[src/rtl/y_pc_stage_pkg.sv]
// Shared constants for the PC stage: FSM state encodings and next-PC select codes.
package y_pc_stage_pkg;

    localparam int unsigned PC_SEL_W = 2;

    typedef enum logic [1:0] {
        ST_IDLE  = 2'b00,
        ST_RUN   = 2'b01,
        ST_FAULT = 2'b10
    } pc_state_e;

    localparam logic [PC_SEL_W-1:0] PC_SEL_SEQ    = 2'b00;
    localparam logic [PC_SEL_W-1:0] PC_SEL_BRANCH = 2'b01;
    localparam logic [PC_SEL_W-1:0] PC_SEL_JUMP   = 2'b10;
    localparam logic [PC_SEL_W-1:0] PC_SEL_JALR   = 2'b11;

endpackage

[src/rtl/yMux4to1.sv]
// Four-input, SIZE-bit wide combinational selector used for next-PC source choice.
module yMux4to1
    import y_pc_stage_pkg::*;
#(
    parameter int unsigned SIZE = 32
) (
    input  logic [SIZE-1:0]     in0_i,
    input  logic [SIZE-1:0]     in1_i,
    input  logic [SIZE-1:0]     in2_i,
    input  logic [SIZE-1:0]     in3_i,
    input  logic [PC_SEL_W-1:0] sel_i,
    output logic [SIZE-1:0]     out_c_o
);

    always_comb begin
        out_c_o = in0_i;
        case (sel_i)
            PC_SEL_SEQ:    out_c_o = in0_i;
            PC_SEL_BRANCH: out_c_o = in1_i;
            PC_SEL_JUMP:   out_c_o = in2_i;
            PC_SEL_JALR:   out_c_o = in3_i;
        endcase
    end

endmodule

[src/rtl/y_pc_stage.sv]
// Fetch PC stage: holds the fetch address, offers it downstream with valid/ready,
// advances on accepted transfers and traps misaligned targets in a sticky FAULT state.
module y_pc_stage
    import y_pc_stage_pkg::*;
#(
    parameter int unsigned    SIZE         = 32,
    parameter logic [SIZE-1:0] RESET_VECTOR = '0
) (
    input  logic                clk,
    input  logic                reset,
    input  logic                en,
    input  logic [PC_SEL_W-1:0] pc_sel,
    input  logic [SIZE-1:0]     imm,
    input  logic [SIZE-1:0]     jump_target,
    input  logic [SIZE-1:0]     alu_result,
    input  logic                out_ready,
    output logic [SIZE-1:0]     pc,
    output logic [SIZE-1:0]     pc_plus4,
    output logic                out_valid,
    output logic                fault,
    output logic [SIZE-1:0]     fault_pc,
    output logic [SIZE-1:0]     fetch_count
);

    pc_state_e       state_q, state_d;
    logic [SIZE-1:0] pc_q, pc_d;
    logic [SIZE-1:0] fault_pc_q, fault_pc_d;
    logic [SIZE-1:0] cnt_q, cnt_d;
    logic [SIZE-1:0] pc_plus4_q;
    logic            out_valid_q;
    logic            fault_q;

    logic [SIZE-1:0] seq_pc;
    logic [SIZE-1:0] br_pc;
    logic [SIZE-1:0] jalr_pc;
    logic [SIZE-1:0] cand;

    // Candidate sources; all arithmetic wraps modulo 2^SIZE.
    assign seq_pc  = pc_q + SIZE'(4);
    assign br_pc   = pc_q + imm;
    assign jalr_pc = alu_result & ~SIZE'(1);

    yMux4to1 #(
        .SIZE (SIZE)
    ) u_next_pc_mux (
        .in0_i   (seq_pc),
        .in1_i   (br_pc),
        .in2_i   (jump_target),
        .in3_i   (jalr_pc),
        .sel_i   (pc_sel),
        .out_c_o (cand)
    );

    always_ff @(posedge clk) begin
        if (reset) begin
            state_q     <= ST_IDLE;
            pc_q        <= RESET_VECTOR;
            pc_plus4_q  <= RESET_VECTOR + SIZE'(4);
            fault_pc_q  <= '0;
            cnt_q       <= '0;
            out_valid_q <= 1'b0;
            fault_q     <= 1'b0;
        end else begin
            state_q     <= state_d;
            pc_q        <= pc_d;
            pc_plus4_q  <= pc_d + SIZE'(4);
            fault_pc_q  <= fault_pc_d;
            cnt_q       <= cnt_d;
            out_valid_q <= (state_d == ST_RUN);
            fault_q     <= (state_d == ST_FAULT);
        end
    end

    // A transfer only happens in RUN, where valid is high, so out_ready alone qualifies it.
    always_comb begin
        state_d    = state_q;
        pc_d       = pc_q;
        fault_pc_d = fault_pc_q;
        cnt_d      = cnt_q;
        case (state_q)
            ST_IDLE: begin
                if (en) begin
                    state_d = ST_RUN;
                end
            end
            ST_RUN: begin
                if (out_ready) begin
                    cnt_d = cnt_q + SIZE'(1);
                    if (cand[1:0] == 2'b00) begin
                        pc_d    = cand;
                        state_d = en ? ST_RUN : ST_IDLE;
                    end else begin
                        fault_pc_d = cand;
                        state_d    = ST_FAULT;
                    end
                end
            end
            ST_FAULT: begin
                state_d = ST_FAULT;
            end
            default: begin
                state_d = ST_IDLE;
            end
        endcase
    end

    assign pc          = pc_q;
    assign pc_plus4    = pc_plus4_q;
    assign out_valid   = out_valid_q;
    assign fault       = fault_q;
    assign fault_pc    = fault_pc_q;
    assign fetch_count = cnt_q;

endmodule
[config.mk]
export PLATFORM = sky130hd
export DESIGN_NAME = y_pc_stage
export DESIGN_NICKNAME = d
export VERILOG_FILES = /design/src/rtl/y_pc_stage_pkg.sv /design/src/rtl/yMux4to1.sv /design/src/rtl/y_pc_stage.sv
export SDC_FILE = /design/constraint.sdc
export NUM_CORES = 1
export LEC_CHECK = 0
export ABC_AREA = 1
export BUFFER_PORTS_ARGS = -buffer_cell sky130_fd_sc_hd__buf_2
export CAP_MARGIN = 20
export CORE_MARGIN = 1.5
export CORE_UTILIZATION = 40
export CTS_CLUSTER_DIAMETER = 50
export DETAILED_ROUTE_END_ITERATION = 6
export GPL_ROUTABILITY_DRIVEN = 0
export PLACE_DENSITY = 0.64
export SKIP_CTS_REPAIR_TIMING = 1
export SLEW_MARGIN = 10
export SYNTH_ARGS = -nofsm -noshare
export SYNTH_HDL_FRONTEND = slang
export SYNTH_HIERARCHICAL = 1
export SYNTH_SLANG_ARGS = --single-unit
[constraint.sdc]
create_clock -name clk -period 3.94 [get_ports clk]
set_input_delay 0.591 -clock clk [delete_from_list [all_inputs] [get_ports clk]]
set_output_delay 0.591 -clock clk [all_outputs]
set_load 0.05 [all_outputs]
Word level (Yosys, flattened, before mapping)
Index checks and enable logic that the tools add are counted.

word-level totals
  input port bits = 102
  output and inout port bits = 130
  register bits = 132
  word-level logic and storage cells = 33

operators by class
  muxes and demuxes = 9
  eq/ne operators = 7
  add/subtract/negate cells = 4
  reductions and logical operators = 5
  bitwise logic cells = 1

operator list
  kind                                                  count
  one-hot mux 32 bit (4 select lines)                   1
  two-way mux 32 bit                                    3
  adder 32 x 3 -> 32 bit (second input constant)        2
  adder 32 x 1 -> 32 bit (second input constant)        1
  adder 32 bit                                          1
  equality test 2 bit (second input constant)           4
  equality test 2 x 1 -> 1 bit (second input constant)  3
  logical NOT 2 bit                                     3
  two-way mux 2 bit                                     3
  one-hot mux 2 bit (3 select lines)                    1
  AND reduction 3 bit                                   1
  AND reduction 2 bit                                   1
  two-way mux 1 bit                                     1
  NOT 1 bit                                             1

Depth between registers and ports, before layout
Gate-level depths: netlist (run 1).

  word-level depth = 7
  depth in mapped cells = 24
  gate-level depth less buffers = 24

Modules after synthesis
Netlist (run 1), hierarchy kept.

modules (own cells, without submodules)
  module      cells each  times used  area an instance (sq um)  sequential area each (sq um)
  y_pc_stage  1284        1           8365.5                    2602.5
  yMux4to1    186         1           1078.5                    0.0

Worst setup path before layout (run 1)
Ideal clock, no wire load.

  path type = register to register
  from = register pc_q[3] (netlist: pc[3])
  to = register pc_plus4_q[31] (netlist: pc_plus4[31])
  setup time = 0.132 ns
  period minus slack after synthesis = 3.136 ns
  path buffers = 0
  cell stages (with the launch flop) = 23
  arrival = 3.004 ns
  setup slack = 0.804 ns
  data required time = 3.808 ns
  cell sequence = dfxtp_1 ha_1 nand3_1 nor2_1 nand2_1 nor2_2 nand2_1 nor2_2 nand3_1 nor2_2 nand4_1 nand2_1 nand2_1 nand4_1 nand3_1 nand2_1 nand2_1 nor2_1 nand2_1 nor2_1 nand2_1 nand2_1 a21oi_1

on the way
  word-level cells in the longest chain between the ends = 6
  elaborated cells on any way between the ends = 7
  classes of those cells = add/sub: 3; mux: 4

RTL lines
  item                                 RTL line          source
  start: declaration                   y_pc_stage.sv:26  logic [SIZE-1:0] pc_q, pc_d;
  start signal: assignment             y_pc_stage.sv:65  pc_q <= pc_d;
  adder 32 x 3 -> 32 bit               y_pc_stage.sv:39  assign seq_pc = pc_q + SIZE'(4);
  named net seq_pc[26]                 y_pc_stage.sv:33  logic [SIZE-1:0] seq_pc;
  one-hot mux 32 bit (4 select lines)  yMux4to1.sv:17    case (sel_i)
  named net cand[26]                   y_pc_stage.sv:36  logic [SIZE-1:0] cand;
  two-way mux 32 bit                   y_pc_stage.sv:89  if (cand[1:0] == 2'b00) begin
  two-way mux 32 bit                   y_pc_stage.sv:87  if (out_ready) begin
  two-way mux 32 bit                   y_pc_stage.sv:80  case (state_q)
  adder 32 x 3 -> 32 bit               y_pc_stage.sv:66  pc_plus4_q <= pc_d + SIZE'(4);
  end signal: assignment               y_pc_stage.sv:58  pc_plus4_q <= RESET_VECTOR + SIZE'(4);
  end signal: assignment               y_pc_stage.sv:66
  end: declaration                     y_pc_stage.sv:29  logic [SIZE-1:0] pc_plus4_q;

The timed path passes the listed nets, and every way through them passes these cells.
A chain may end at the register's enable or synchronous reset.

Final worst setup path (run 1)
  from = register pc_q[2] (netlist: pc[2])
  to = register pc_plus4_q[31] (netlist: pc_plus4[31])

on the way
  word-level cells in the longest chain between the ends = 6
  elaborated cells on any way between the ends = 7
  classes of those cells = add/sub: 3; mux: 4

RTL lines
  item                                 RTL line          source
  adder 32 bit                         y_pc_stage.sv:40  assign br_pc = pc_q + imm;
  named net br_pc[21]                  y_pc_stage.sv:34  logic [SIZE-1:0] br_pc;
  one-hot mux 32 bit (4 select lines)  yMux4to1.sv:17
  named net cand[21]                   y_pc_stage.sv:36
  two-way mux 32 bit                   y_pc_stage.sv:89
  two-way mux 32 bit                   y_pc_stage.sv:87
  two-way mux 32 bit                   y_pc_stage.sv:80
  adder 32 x 3 -> 32 bit               y_pc_stage.sv:66

The timed path passes the listed nets, and every way through them passes these cells.

==> results by group, run 1 <==
Critical path
  – WS Path Type: reg -> reg
  – Reg-to-reg startpoint: pc[2]
  – Critical Path RT: 4.21 ns
  – CP peak stage delay: 0.56 ns
  – Startpoint class of the critical path: flop
  – Flop2flop setup slack: 0.35 ns
  – Worst r2r dst: pc_plus4[31]
  – Worst setup EP type: flop
  – Worst path cell trace: buf_4 -> ha_1 -> nand3_1 -> nand3_1 -> a21boi_0 -> o21ai_0 -> nand3_1 -> nand2_1 -> xor2_1 -> nand3_1 -> nand4_1 -> nand3_1 -> nand2_1 -> nand2_1 -> nor2_1 -> nand2_1 -> nor2_1 -> nand2_1 -> nand2_1 -> a21oi_1
  – Arrival @ worst endpoint: about 3.9 ns
  – Setup crit start: pc[2]
  – Critical Path Sink: pc_plus4[31]
  – CP max FO: 4
  – CP max stage cell: o21ai_0
  – Reg2Reg Depth: 20
  – Most used cell, CP: nand2_1

Final layout
  – Share of layout cells above drive strength 1: 0.209
  – Multi-input logic area: 5880 µm²
  – # nets final: 1833
  – Commonest non-fill, non-tap cell in the layout: nand2_1
  – Area Growth Syn to Fin: 21.3%
  – Fillers: between 2000 and 2500
  – Sequential cell area: 2600 µm²
  – Most frequent cells in the layout: nand2_1, buf_2, nor2_1
  – Final Cell Area: around 11000 µm²
  – ANT cells: 0

STA
  – Worst Skew: 0.0147 ns
  – Fin crit share: 0.910
  – Final hold vios: 0
  – Slew HR: 0.466
  – Crit path time final: 3.59 ns
  – RSZ-0062 raised after global routing: false
  – Hold slack: 0.442 ns
  – Max-slew violation count: 0
  – Final count of negative-setup-slack endpoints: 0
  – Setup TNS Final: 0 ns
  – Worst slew pin tran: 0.802 ns
  – Fin worst setup slack: 0.354 ns
  – Max Freq: 0.279 GHz

Clocking
  – Reg clk slew, reported paths: ~0.060 ns
  – CTS H-tree lvls: 4
  – Worst-Skew Late Latency: 0.43 ns
  – Clock buffer depth: 2
  – TritonCTS clock tree: built
  – CTS Buf Count: 17
  – Clk sinks: 130
  – Clk Tree Root Cell: clkbuf_16

Pwr
  – Pwr Density: between 300 and 400 nW/µm²
  – Leakage: 5.40 nW
  – Total power: ~3.7 mW
  – Max rail drop VDD: 0.272 mV

Global routing
  – Vias in the first global route: 9792
  – Global-route usage over all layers: 0.274
  – First-pass GRT wire length: around 52000 µm
  – Largest net degree at the start of global routing: 73
  – Grt ovf: 0
  – Initial antenna violation count: 0

Synth
  – Sequential area share after synthesis: 0.276
  – Adder-Cell Fraction of Synth Area: 0.0472
  – Main combinational cell family by area after synthesis: simple AND/OR/NAND/NOR gates
  – Mapped Area: about 9400 µm²
  – Top FF cell, synth: dfxtp_1
  – Compound-Gate Fraction of Synth Area: 0.116
  – Synthesized instance count: 1470
  – Post-synthesis mux area share: 0
  – Post-Synth Simple-Gate Area: 0.399
  – Yosys reg bits: 130
  – EDFF count, synth: 0
  – Async SR Flop Fraction: 0
  – Synth cell types: 48
  – Synth warn: 6
  – Synthesized Nets: 1607
  – XOR/XNOR Fraction of Synth Area: 0.0594
  – Post-Syn Area per Cell: 6.42 µm²

Floorplanning
  – Core area: approximately 23000 µm²
  – I/O pin count: 232
  – Die ar.: 24500 µm²
  – Row cnt: between 50 and 60
  – Die Width: 157 µm
  – Initial Utilization: 0.405
  – Die Height: 157 µm

Detailed routing
  – Via count of the routed design: 10800
  – DRT Wirelength: 33700 µm
  – Residual DRC: 0
  – Routed length per instance: 16.6 µm
  – 1st-iter DRT viols: between 800 and 900
  – Post-DRT Antenna Nets: 0
  – Detailed Routing Iterations Pass 1: 6
  – Via density: 5.31

Placement
  – DP Worst Slack: 0.141 ns
  – Post-DP HPWL: about 27000 µm
  – Area after DPL: 10900 µm²
  – Input/output buffers: 230

Worst hold path
  – Hold WC Path Type: in -> reg

Status
  – Status: completed

Job
  – # Max-Cap Violations: 0
## cell families (layout without fill, tap and decap cells)
logic type / count (synthesis) / count (layout)
and+or+nand+nor: 830 / 830
xor gates and xnor gates: 64 / 64
buffers and inverters: 207 / 446
AOI/OAI and AO/OA: 203 / 203
adders and majority gates: 35 / 35
DFF: 130 / 130
other: 1 / 1
## routing by layer
layer | up-vias | wire [µm] | track usage
met5 | - | 0 | 0
met4 | 0 | 1440 | 0.124
met3 | 81 | 2740 | 0.0532
met2 | 503 | 15100 | 0.445
met1 | 4887 | 14500 | 0.350
li1 | 5301 | - | -
## worst max-delay path: cells and delay by family, from the launching register on
kind            cells  cell delay (ns)
compound gates      3             0.79
xor+xnor            1             0.16
flops               1             0.32
fa+ha+maj           1             0.34
simple gates       14             1.66
buf+inv             1             0.15
## where the power goes
part           switching [mW]  internal, mW  total (mW)
Combinational           0.468         0.184       0.652
Clock                   0.654         0.969        1.62
Sequential             0.0294          1.35        1.38
Total                    1.15          2.50        3.65
## sequential cells by signal, summed over array words and instances, names as in the netlist
name,cells
fault_pc,32
fetch_count,32
pc,32
pc_plus4,30
state_q,2
fault,1
out_valid,1
## synth_stat cells (2+ instances only)
cell type / n / area [µm²]
o21bai_1: 7 / 52.6
o21ai_0: 80 / 400
nand3_1: 171 / 856
nand2_1: 339 / 1270
nor4_1: 4 / 25.0
clkbuf_1: 15 / 56.3
a211oi_1: 2 / 15.0
o21ai_2: 2 / 17.5
buf_8: 6 / 90.1
nor3_1: 26 / 130
o21a_1: 7 / 52.6
nand4_1: 58 / 363
buf_6: 6 / 67.6
buf_2: 16 / 80.1
nand2_2: 7 / 43.8
nor2_1: 181 / 679
xnor2_1: 7 / 61.3
inv_1: 139 / 522
a31oi_1: 3 / 18.8
clkinv_1: 2 / 7.51
o21ai_1: 9 / 45.0
buf_1: 4 / 15.0
inv_2: 7 / 26.3
nor2_2: 16 / 100
dfxtp_1: 130 / 2600
o211ai_1: 2 / 15.0
nand3_2: 14 / 140
a21oi_1: 83 / 415
nor2_4: 6 / 67.6
a21o_1: 3 / 22.5
ha_1: 34 / 425
buf_4: 11 / 82.6
xor2_1: 57 / 499
a21boi_0: 2 / 15.0
## through the flow
stage | std cells | util
floorplan | 1470 | -
global placement | 1996 | 0.465
detailed placement | 1996 | 0.465
CTS | 2028 | 0.491
global route | 2028 | 0.491
finish | 2028 | 0.491
## worst min-delay path by stage
stage / start / to / slack, ns / cells past startpoint
floorplan: pc[0] / pc[0] / 0.47 / 2
global placement: fault_pc[1] / fault_pc[1] / 0.45 / 2
detailed placement: fault_pc[0] / fault_pc[0] / 0.45 / 2
CTS: en / out_valid / 0.43 / 3
global route: en / out_valid / 0.46 / 3
finish: en / out_valid / 0.44 / 3
## layout make-up
| class | instances | share of cell area |
|---|---|---|
| multi-input cells | 1133 | 0.513 |
| clock inverters | 14 | 0.0144 |
| flip-flops and latches | 130 | 0.227 |
| inverters | 148 | 0.0485 |
| repair buffers | 266 | 0.124 |
| well taps | 319 | 0.0348 |
| clock buffers | 18 | 0.0383 |
Note: power is estimated with default switching activity, not from simulation.
==> run 2: changes to the inputs <==
--- a/config.mk
+++ b/config.mk
@@ -13,6 +13,7 @@
 export CTS_CLUSTER_DIAMETER = 50
 export DETAILED_ROUTE_END_ITERATION = 6
 export GPL_ROUTABILITY_DRIVEN = 0
+export GPL_TIMING_DRIVEN = 0
 export PLACE_DENSITY = 0.64
 export SKIP_CTS_REPAIR_TIMING = 1
 export SLEW_MARGIN = 10
==> run 2 against run 1 <==
  * First-iteration DRC count grew 8.9%
  * Sequential power about the same
  * Clock power is essentially flat
  * Critical endpoint is now pc_plus4[24]
  * Largest power group unchanged
==> results by group, run 2 (synthesis gave the netlist of run 1 again) <==
Final layout
  – # nets final: 1855 (was 1833)
  – Share of layout cells above drive strength 1: 0.208 (was 0.209)
  – Area Growth Syn to Fin: 22.8% (was 21.3%)
  – Most frequent cells in the layout: nand2_1, buf_2, nor2_1 (unchanged)
  – Final cell count without fillers: 2050 (was 2028)
  – Commonest non-fill, non-tap cell in the layout: nand2_1 (unchanged)
  – ANT cells: 0 (unchanged)

Pwr
  – Register share of total power: 0.377 (about the same)
  – Sw frac: 0.320 (was 0.315)
  – Clock network power share: 0.436 (was 0.444)
  – Int Pwr: 2.50 mW (about the same)
  – Leakage: 5.43 nW (was 5.40 nW)
  – Combinational power share: 0.187 (was 0.178)
  – Max rail drop VDD: 0.274 mV (was 0.272 mV)
  – Pwr Density: 317 nW/µm² (was 319 nW/µm²)
  – Sw Pwr: 1.18 mW (was 1.15 mW)

Clocking
  – Clk sinks: 130 (unchanged)
  – Reg clk slew, reported paths: 0.06 ns (about the same)
  – Clock buffer depth: 2 (unchanged)
  – Clk Tree Root Cell: clkbuf_16 (unchanged)
  – CTS Buf Count: 17 (unchanged)
  – TritonCTS clock tree: built (unchanged)
  – Worst-Skew Late Latency: 0.43 ns (about the same)
  – CTS H-tree lvls: 4 (unchanged)

Detailed routing
  – Post-DRT Antenna Nets: 0 (unchanged)
  – Via count of the routed design: 10800 (about the same)
  – Residual DRC: 0 (unchanged)
  – Detailed Routing Iterations Pass 1: 5 (was 6)
  – Routed length per instance: 17.1 µm (was 16.6 µm)
  – Via density: 5.29 (was 5.31)
  – DRT Wirelength: 35000 µm (was 33700 µm)
  – 1st-iter DRT viols: 951 (was 873)

Global routing
  – Initial antenna violation count: 0 (unchanged)
  – First-pass GRT wire length: 53100 µm (was 51800 µm)
  – Grt ovf: 0 (unchanged)
  – Vias in the first global route: 9773 (was 9792)
  – Largest net degree at the start of global routing: 17 (was 73)
  – Global-route usage over all layers: 0.284 (was 0.274)

Critical path
  – Worst setup EP type: flop (unchanged)
  – Startpoint class of the critical path: flop (unchanged)
  – WS Path Type: reg -> reg (unchanged)
  – Arrival @ worst endpoint: 4.04 ns (was 3.86 ns)
  – CP max FO: 10 (was 4)
  – Critical Path RT: 4.27 ns (was 4.21 ns)

STA
  – Fin crit share: 0.940 (was 0.910)
  – Final hold vios: 0 (unchanged)
  – Slew HR: 0.521 (was 0.466)
  – Crit path time final: 3.70 ns (was 3.59 ns)
  – Worst Skew: 0.0134 ns (was 0.0147 ns)
  – Max Freq: 0.270 GHz (was 0.279 GHz)
  – RSZ-0062 raised after global routing: false (unchanged)
  – Max-slew violation count: 0 (unchanged)
  – Final count of negative-setup-slack endpoints: 0 (unchanged)
  – Setup TNS Final: 0 ns (unchanged)
  – Worst slew pin tran: 0.719 ns (was 0.802 ns)

Floorplanning
  – Core area: 23300 µm² (unchanged)
  – Die Height: 157 µm (unchanged)
  – I/O pin count: 232 (unchanged)
  – Die Width: 157 µm (unchanged)
  – Die ar.: 24500 µm² (unchanged)
  – Initial Utilization: 0.405 (unchanged)
  – Row cnt: 56 (unchanged)

Status
  – Status: completed (unchanged)

Job
  – # Max-Cap Violations: 0 (unchanged)

Worst hold path
  – Hold WC Path Type: in -> reg (unchanged)

Placement
  – Input/output buffers: 229 (was 230)
  – Post-Place Cells: 2018 (was 1996)
  – Post-DP HPWL: 28700 µm (was 26800 µm)
[run 2: metrics by stage]
step | utilization | hold WS, ns | area (µm²) | total power [mW] | setup slack [ns]
floorplan | - | 0.467 | 9440 | 1.85 | 0.804
global placement | 0.471 | 0.449 | 11000 | 2.08 | -0.0112
detailed placement | 0.471 | 0.453 | 11000 | 2.08 | -0.00752
CTS | 0.497 | 0.435 | 11600 | 3.68 | 0.261
global route | 0.497 | 0.462 | 11600 | 3.81 | 0.0321
finish | 0.497 | 0.461 | 11600 | 3.68 | 0.236
[run 2: final timing paths]
check	startpoint	to	depth (start not counted)	slack [ns]
setup / recovery	pc[0]	pc_plus4[24]	17	0.24
hold / removal	en	state_q[0]	3	0.46
setup reg to reg	pc[0]	pc_plus4[24]	17	0.24
hold reg to reg	fault_pc[1]	fault_pc[1]	2	0.46
[run 2: power groups by stage]
stage / logic (mW) / registers, mW / clock network [mW]
2_1_floorplan: 0.331 / 1.52 / 0
3_3_place_gp: 0.667 / 1.41 / 0
3_5_place_dp: 0.670 / 1.41 / 0
4_1_cts: 0.674 / 1.38 / 1.62
5_1_grt: 0.739 / 1.39 / 1.68
6_report: 0.688 / 1.39 / 1.60
[run 2: per-layer routing]
metal  global-route usage  vias up  routed length [µm]
met4               0.0930        0                1140
li1                     -     5357                   -
met2                0.439      560               15000
met5                    0        -                   0
met1                0.386     4837               15400
met3               0.0698       82                3420
[run 2: cell type report]
cell class | count | area [µm²]
buffer | 59 | 412
clock buffer | 17 | 425
clock inverter | 15 | 173
fill | 2499 | 11700
inverter | 148 | 556
multi-input combinational | 1133 | 5880
sequential | 130 | 2600
tap | 319 | 399
timing repair buffer | 229 | 1150
[run 2: critical path: stages (launching register included)]
cell and delay [ns]:
dfxtp_1 0.42, ha_1 0.23, fa_1 0.42, nand3_1 0.10
nand4_1 0.20, nor2_4 0.20, nand3_2 0.19, buf_6 0.20
nand2_1 0.07, o21ai_2 0.11, inv_1 0.10, ha_2 0.25
inv_1 0.11, nor2_2 0.18, nand2_1 0.15, nor2_1 0.35
nand3_1 0.12, a21oi_1 0.20
